## src/rtl/regfile_dual_read_if.sv

```systemverilog
// Register-file access bundle: one write port, two loaded read ports.
// The master drives indices and enables; the slave returns A, B and err.
interface regfile_dual_read_if #(
    parameter int WIDTH  = 16,
    parameter int ADDR_W = 3
);
    logic              write;
    logic [ADDR_W-1:0] writenum;
    logic [WIDTH-1:0]  data_in;
    logic [ADDR_W-1:0] readnum_a;
    logic [ADDR_W-1:0] readnum_b;
    logic              loada;
    logic              loadb;
    logic [WIDTH-1:0]  A;
    logic [WIDTH-1:0]  B;
    logic              err;

    modport master (
        output write,
        output writenum,
        output data_in,
        output readnum_a,
        output readnum_b,
        output loada,
        output loadb,
        input  A,
        input  B,
        input  err
    );

    modport slave (
        input  write,
        input  writenum,
        input  data_in,
        input  readnum_a,
        input  readnum_b,
        input  loada,
        input  loadb,
        output A,
        output B,
        output err
    );
endinterface

```

## src/rtl/regfile_dual_read.sv

```systemverilog
// Register file with one write port and two registered read ports,
// same-edge write-through bypass, optional hardwired zero r0, sticky err.
module regfile_dual_read #(
    parameter int WIDTH   = 16,
    parameter int DEPTH   = 8,
    parameter int ADDR_W  = 3,
    parameter bit ZERO_R0 = 1'b0
) (
    input logic               clk,
    input logic               reset,
    regfile_dual_read_if.slave bus
);
    logic [WIDTH-1:0] mem [DEPTH];
    logic [WIDTH-1:0] a_q;
    logic [WIDTH-1:0] b_q;
    logic             err_q;

    logic             wr_in_range;
    logic             wr_ok;
    logic             rd_a_in_range;
    logic             rd_b_in_range;
    logic [WIDTH-1:0] rd_a_val;
    logic [WIDTH-1:0] rd_b_val;
    logic             err_set;

    function automatic logic in_range(input logic [ADDR_W-1:0] idx);
        return int'(idx) < DEPTH;
    endfunction

    function automatic logic is_zero_reg(input logic [ADDR_W-1:0] idx);
        return ZERO_R0 && (idx == '0);
    endfunction

    always_comb begin
        wr_in_range   = in_range(bus.writenum);
        rd_a_in_range = in_range(bus.readnum_a);
        rd_b_in_range = in_range(bus.readnum_b);
        wr_ok = bus.write && wr_in_range
              && !is_zero_reg(bus.writenum);
    end

    // Read mux: out-of-range and hardwired r0 yield zero; a same-edge
    // write to the addressed register is forwarded ahead of the array.
    always_comb begin
        rd_a_val = '0;
        if (rd_a_in_range && !is_zero_reg(bus.readnum_a)) begin
            if (wr_ok && bus.writenum == bus.readnum_a)
                rd_a_val = bus.data_in;
            else
                rd_a_val = mem[bus.readnum_a];
        end
    end

    always_comb begin
        rd_b_val = '0;
        if (rd_b_in_range && !is_zero_reg(bus.readnum_b)) begin
            if (wr_ok && bus.writenum == bus.readnum_b)
                rd_b_val = bus.data_in;
            else
                rd_b_val = mem[bus.readnum_b];
        end
    end

    // Only enabled accesses can flag an error.
    always_comb begin
        err_set = (bus.write && !wr_in_range)
                | (bus.loada && !rd_a_in_range)
                | (bus.loadb && !rd_b_in_range);
    end

    always_ff @(posedge clk) begin
        if (reset) begin
            for (int i = 0; i < DEPTH; i++)
                mem[i] <= '0;
        end else if (wr_ok) begin
            mem[bus.writenum] <= bus.data_in;
        end
    end

    always_ff @(posedge clk) begin
        if (reset) begin
            a_q   <= '0;
            b_q   <= '0;
            err_q <= 1'b0;
        end else begin
            if (bus.loada)
                a_q <= rd_a_val;
            if (bus.loadb)
                b_q <= rd_b_val;
            if (err_set)
                err_q <= 1'b1;
        end
    end

    assign bus.A   = a_q;
    assign bus.B   = b_q;
    assign bus.err = err_q;
endmodule

```

## src/flat_wrapper.sv

```systemverilog
// flat-port wrapper written by rule: the top's interface ports become plain ports
module regfile_dual_read_flat 
#(
    parameter int WIDTH   = 16,
    parameter int DEPTH   = 8,
    parameter int ADDR_W  = 3,
    parameter bit ZERO_R0 = 1'b0
)
  (clk, reset, bus_write, bus_writenum, bus_data_in, bus_readnum_a, bus_readnum_b, bus_loada, bus_loadb, bus_A, bus_B, bus_err);
  regfile_dual_read_if #(.WIDTH(WIDTH), .ADDR_W(ADDR_W)) bus_i ();
  input logic clk;
  input logic reset;
  input wire logic [$bits(bus_i.write)-1:0] bus_write;
  input wire logic [$bits(bus_i.writenum)-1:0] bus_writenum;
  input wire logic [$bits(bus_i.data_in)-1:0] bus_data_in;
  input wire logic [$bits(bus_i.readnum_a)-1:0] bus_readnum_a;
  input wire logic [$bits(bus_i.readnum_b)-1:0] bus_readnum_b;
  input wire logic [$bits(bus_i.loada)-1:0] bus_loada;
  input wire logic [$bits(bus_i.loadb)-1:0] bus_loadb;
  output wire logic [$bits(bus_i.A)-1:0] bus_A;
  output wire logic [$bits(bus_i.B)-1:0] bus_B;
  output wire logic [$bits(bus_i.err)-1:0] bus_err;
  assign bus_i.write = bus_write;
  assign bus_i.writenum = bus_writenum;
  assign bus_i.data_in = bus_data_in;
  assign bus_i.readnum_a = bus_readnum_a;
  assign bus_i.readnum_b = bus_readnum_b;
  assign bus_i.loada = bus_loada;
  assign bus_i.loadb = bus_loadb;
  assign bus_A = bus_i.A;
  assign bus_B = bus_i.B;
  assign bus_err = bus_i.err;
  regfile_dual_read #(.WIDTH(WIDTH), .DEPTH(DEPTH), .ADDR_W(ADDR_W), .ZERO_R0(ZERO_R0)) u_core (.clk(clk), .reset(reset), .bus(bus_i));
endmodule
```

## config.mk

```make
export PLATFORM = sky130hd
export DESIGN_NAME = regfile_dual_read_flat
export DESIGN_NICKNAME = d
export VERILOG_FILES = /design/src/rtl/regfile_dual_read_if.sv /design/src/rtl/regfile_dual_read.sv /design/src/flat_wrapper.sv
export SDC_FILE = /design/constraint.sdc
export NUM_CORES = 1
export LEC_CHECK = 0
export CAP_MARGIN = 20
export CORE_ASPECT_RATIO = 0.8
export CORE_MARGIN = 2
export CORE_UTILIZATION = 59
export DETAILED_ROUTE_END_ITERATION = 10
export MAX_ROUTING_LAYER = met4
export PLACE_DENSITY = 0.92
export SKIP_LAST_GASP = 1
export SYNTH_ARGS = -nofsm -noshare
export SYNTH_HDL_FRONTEND = slang
export SYNTH_SLANG_ARGS = --single-unit
```

## constraint.sdc

```tcl
create_clock -name clk -period 3.2 [get_ports clk]
set_clock_uncertainty 0.15 [all_clocks]
set_input_delay 0.32 -clock clk [delete_from_list [all_inputs] [get_ports clk]]
set_output_delay 0.32 -clock clk [all_outputs]
set_load 0.01 [all_outputs]
```

Yosys cells after proc, flatten, opt, wreduce, memory -nomap -nowiden
Memory sizes are Yosys's and may differ from the RTL's. A register that Yosys moved wholly into a read port is not among the register bits.
Index checks and enable logic that the tools add are counted.
{"block": "totals", "mem_bits_ro": 0, "in_bits": 30, "word_cells": 10, "regBits": 0, "memories": 1, "mem_bits_rw": 128, "latch_bits": 0}
{"block": "op_classes", "add_sub_neg": 0, "n_eq_ne": 0, "multipliers": 0, "n_shift": 0, "n_div": 0, "reduce_logical": 1, "muxes": 8, "n_lt_le_gt_ge": 0, "bitwise_logic": 0}
{"memory": "u_core.mem", "words": 8, "width": 16, "rd": 2, "rd_clocked_by_memory_dff": 2, "wr": 8, "line_no": "regfile_dual_read.sv:13", "source": "logic [WIDTH-1:0] mem [DEPTH];"}
{"op": "$mux W16", "n": 1}
{"op": "$reduce_or A16 Y1", "n": 1}
{"op": "$mux W1", "n": 6}
{"op": "$mux W3", "n": 1}

Depth between registers and ports, before layout
{"block": "depth", "word_depth": 5, "depth_mapped": 6, "mapped_depth_nobuf": 4}

Worst setup path after synthesis
OpenSTA, ideal clock, no wires.
{"block": "synth_timing", "path_kind": "input to register", "startpoint": "in bus_write", "endpoint": "mem u_core.mem[6][0] (enable)", "path_slack_ns": 0.775, "stages": 3, "arrival_time_ns": 1.863, "cell_sequence": "nor2b_1 -> nand2b_1 -> o21ai_0"}
{"item": "from (decl)", "line_no": "flat_wrapper.sv:13", "source": "input wire logic [$bits(bus_i.write)-1:0] bus_write;"}
{"item": "to (decl)", "line_no": "regfile_dual_read.sv:13"}

==> impl_results.md <==
* Drt wl/cell at 25.9 um
* Pins Over Slew Limit at 0
* DP HPWL at 12700 um
* Fillers at 804
* Effective utilization at floorplan at 0.599
* # DRC at 0
* Via Count at 5475
* Mapped Cells at 550
* P&R area growth vs syn at 17.6%
* 1st-iter DRT viols at 588
* Max Fclk at 0.436 GHz
* Via density at 6.72
* Reg-to-Reg End: u_core.bus.B[1]
* Hold Slack at 0.329 ns
* Share of post-route cells with drive strength above 1 at 0.197
* Clk slew on worst S/H paths at 0.06 ns
* Hold-fix buffers, CTS at 0
* Synthesis-stage register bit count at 160
* Root buffer cell: clkbuf_16
* Worst R2R Path Depth at 4
* Synthesized area at 8060 sq um
* Delay-heaviest family, CP: buffers and inverters
* Die width at 135 um
* Worst Hold Depth at 2
* Worst min path class: flip-flop to flip-flop
* RD Place Congestion at 0.890
* CTS Buffer Depth at 2
* Avg Inst Size Synth at 14.7 sq um
* PwrDens at 541 nW/um^2
* Unrepaired setup endpoints after global routing: no
* Total power after layout at 5.13 mW
* Final setup vio count at 0
* CP Cell Sequence: clkdlybuf4s50_1 -> buf_4 -> or3b_2 -> o22ai_1 -> nor3_1 -> a221o_1
* Slew margin rel. at 0.301
* Async set-or-reset flop fraction in the synthesized netlist at 0
* Die height at 109 um
* R2R Path Start: u_core.mem[7][1]
* All-layer global routing usage at 0.318
* Syn_nets at 580
* Critical Path Sink Type: flip-flop
* Worst Hold End: u_core.bus.A[8]
* Antenna Nets Post-Route at 0
* PostCTS Resize Cnt at 0
* Crit path kind: input port to flip-flop
* Required time of the critical path at 3.37 ns
* Gr ovfl total at 0
* Outcome: finished, final reports clean
* Number of diodes at 0
* Cts bufs inserted at 17
* Ys Warns at 0
* Num ports at 63
* Multi-input logic area at 3340 sq um
* R2R Setup Slk at 1.46 ns
* Clk_lat worst skew at 0.43 ns
* Cell area after layout at 9490 sq um
* Initial antenna violation count at 0
* Tcrit/Tclk final at 0.716
* Seq/Total Area, Yosys at 0.556
* Max-cap violations at 0
* Most frequent cells in the layout: 128 x and2_1, 128 x edfxtp_1, 58 x clkdlybuf4s50_1
* Final Hold Vio Count at 0
* Critical path's largest stage delay at 0.63 ns
* Post-synth EDFFs at 128
* Peak supply drop at 0.460 mV
* FF+latch area at 4480 sq um
* H-tree depth at 4
* Dpl cell area at 8890 sq um
* Hold_sp: u_core.bus.A[8]
* CTS tree: yes
* Post CTS Setup Buffer Count at 0
* Routed wire length at 21100 um
* PortBufs at 61
* Core area at 13500 sq um
* Netlist cell types at 39
* Nets at 652
* Clk sink count at 160
* 1st-pass router iterations at 5
* Setup TNS at 0 ns
* First-pass GRT wire length at 32100 um
* Row Count at 38
* CP max stage cell: or3b_2
* Worst Path Buf+Inv at 2
* Primary FF master, synth: edfxtp_1
* Die ar. at 14600 sq um
* Vias in the first global route at 5526
* CP arrival at 2.46 ns
* Minimum clock period at 2.29 ns
* LEAKAGE at 3.42 nW
* Startpoint Class: input port
* Fin util at 0.705
* CP max FO at 18
* Largest net degree at the start of global routing at 26
* Worst Tran Pin Value at 1.04 ns
stage by stage:
step	setup slack, ns	instances
floorplan	0.775	550
global placement	0.605	782
detailed placement	0.523	782
CTS	0.958	814
global route	0.813	815
finish	0.908	815
cell families after synthesis:
group	count (synthesis)	synth area share
other	1	0.000465
xor gates and xnor gates	6	0.00978
buffers and inverters	40	0.0290
and+or+nand+nor	184	0.135
AOI/OAI and AO/OA	63	0.0593
muxes	96	0.210
DFF	160	0.556
layer usage:
layer / vias up / GRT usage / wire length, um
met5: - / - / 0
met4: 0 / 0.135 / 745
met2: 404 / 0.520 / 10500
met1: 2732 / 0.379 / 7540
met3: 78 / 0.0839 / 2300
li1: 2261 / - / -
cell type report:
class                           instances  share of cell area
Tap cell                              180              0.0237
Clock inverter                         15              0.0170
Clock buffer                           17              0.0448
Timing Repair Buffer                   91              0.0882
Sequential cell                       160               0.473
Inverter                                2            0.000791
Multi-Input combinational cell        350               0.353
worst min-delay path, stage by stage, from the launching register on:
cell     delay, ns
dfxtp_1       0.33
a22oi_1       0.06
o21ai_0       0.06
worst max-delay path by stage:
stage	start	end	cells past startpoint
final	bus_readnum_b[0]	u_core.bus.B[4]	6
after detailed placement	bus_writenum[1]	u_core.bus.B[10]	4
after global routing	bus_write	u_core.mem[4][9]	5
after floorplan	bus_write	u_core.mem[6][0]	3
after global placement	bus_readnum_b[0]	u_core.bus.B[2]	6
after CTS	bus_readnum_b[0]	u_core.bus.B[4]	6
synth_stat cells, types with 2 or more instances:
| library cell | count | area share |
|---|---|---|
| and2_1 | 128 | 0.099 |
| edfxtp_1 | 128 | 0.48 |
| dfxtp_1 | 32 | 0.079 |
| mux4_2 | 51 | 0.14 |
| o22ai_1 | 7 | 0.0054 |
| nand2_1 | 4 | 0.0019 |
| a221o_1 | 16 | 0.020 |
| nand2b_1 | 3 | 0.0023 |
| buf_2 | 10 | 0.0062 |
| clkbuf_1 | 16 | 0.0074 |
| buf_6 | 3 | 0.0042 |
| buf_4 | 6 | 0.0056 |
| nor2_1 | 31 | 0.014 |
| mux2i_1 | 39 | 0.048 |
| o21ai_0 | 21 | 0.013 |
| xor2_1 | 3 | 0.0033 |
| nor3_1 | 9 | 0.0056 |
| or2_2 | 2 | 0.0016 |
| mux4_1 | 5 | 0.016 |
| inv_1 | 2 | 0.00093 |
| a22oi_1 | 16 | 0.015 |
report_power, final:
part,internal [mW],leakage [nW],switching (mW)
Sequential,2.39,1.49,0.0905
Combinational,0.319,1.65,0.311
Clock,1.16,0.278,0.865
Total,3.87,3.42,1.27
state kept, by name, summed over array words and instances, names as in the netlist:
signal / count
u_core.bus.B: 16
u_core.mem: 128
u_core.bus.A: 16
Note: power is estimated with default switching activity, not from simulation.
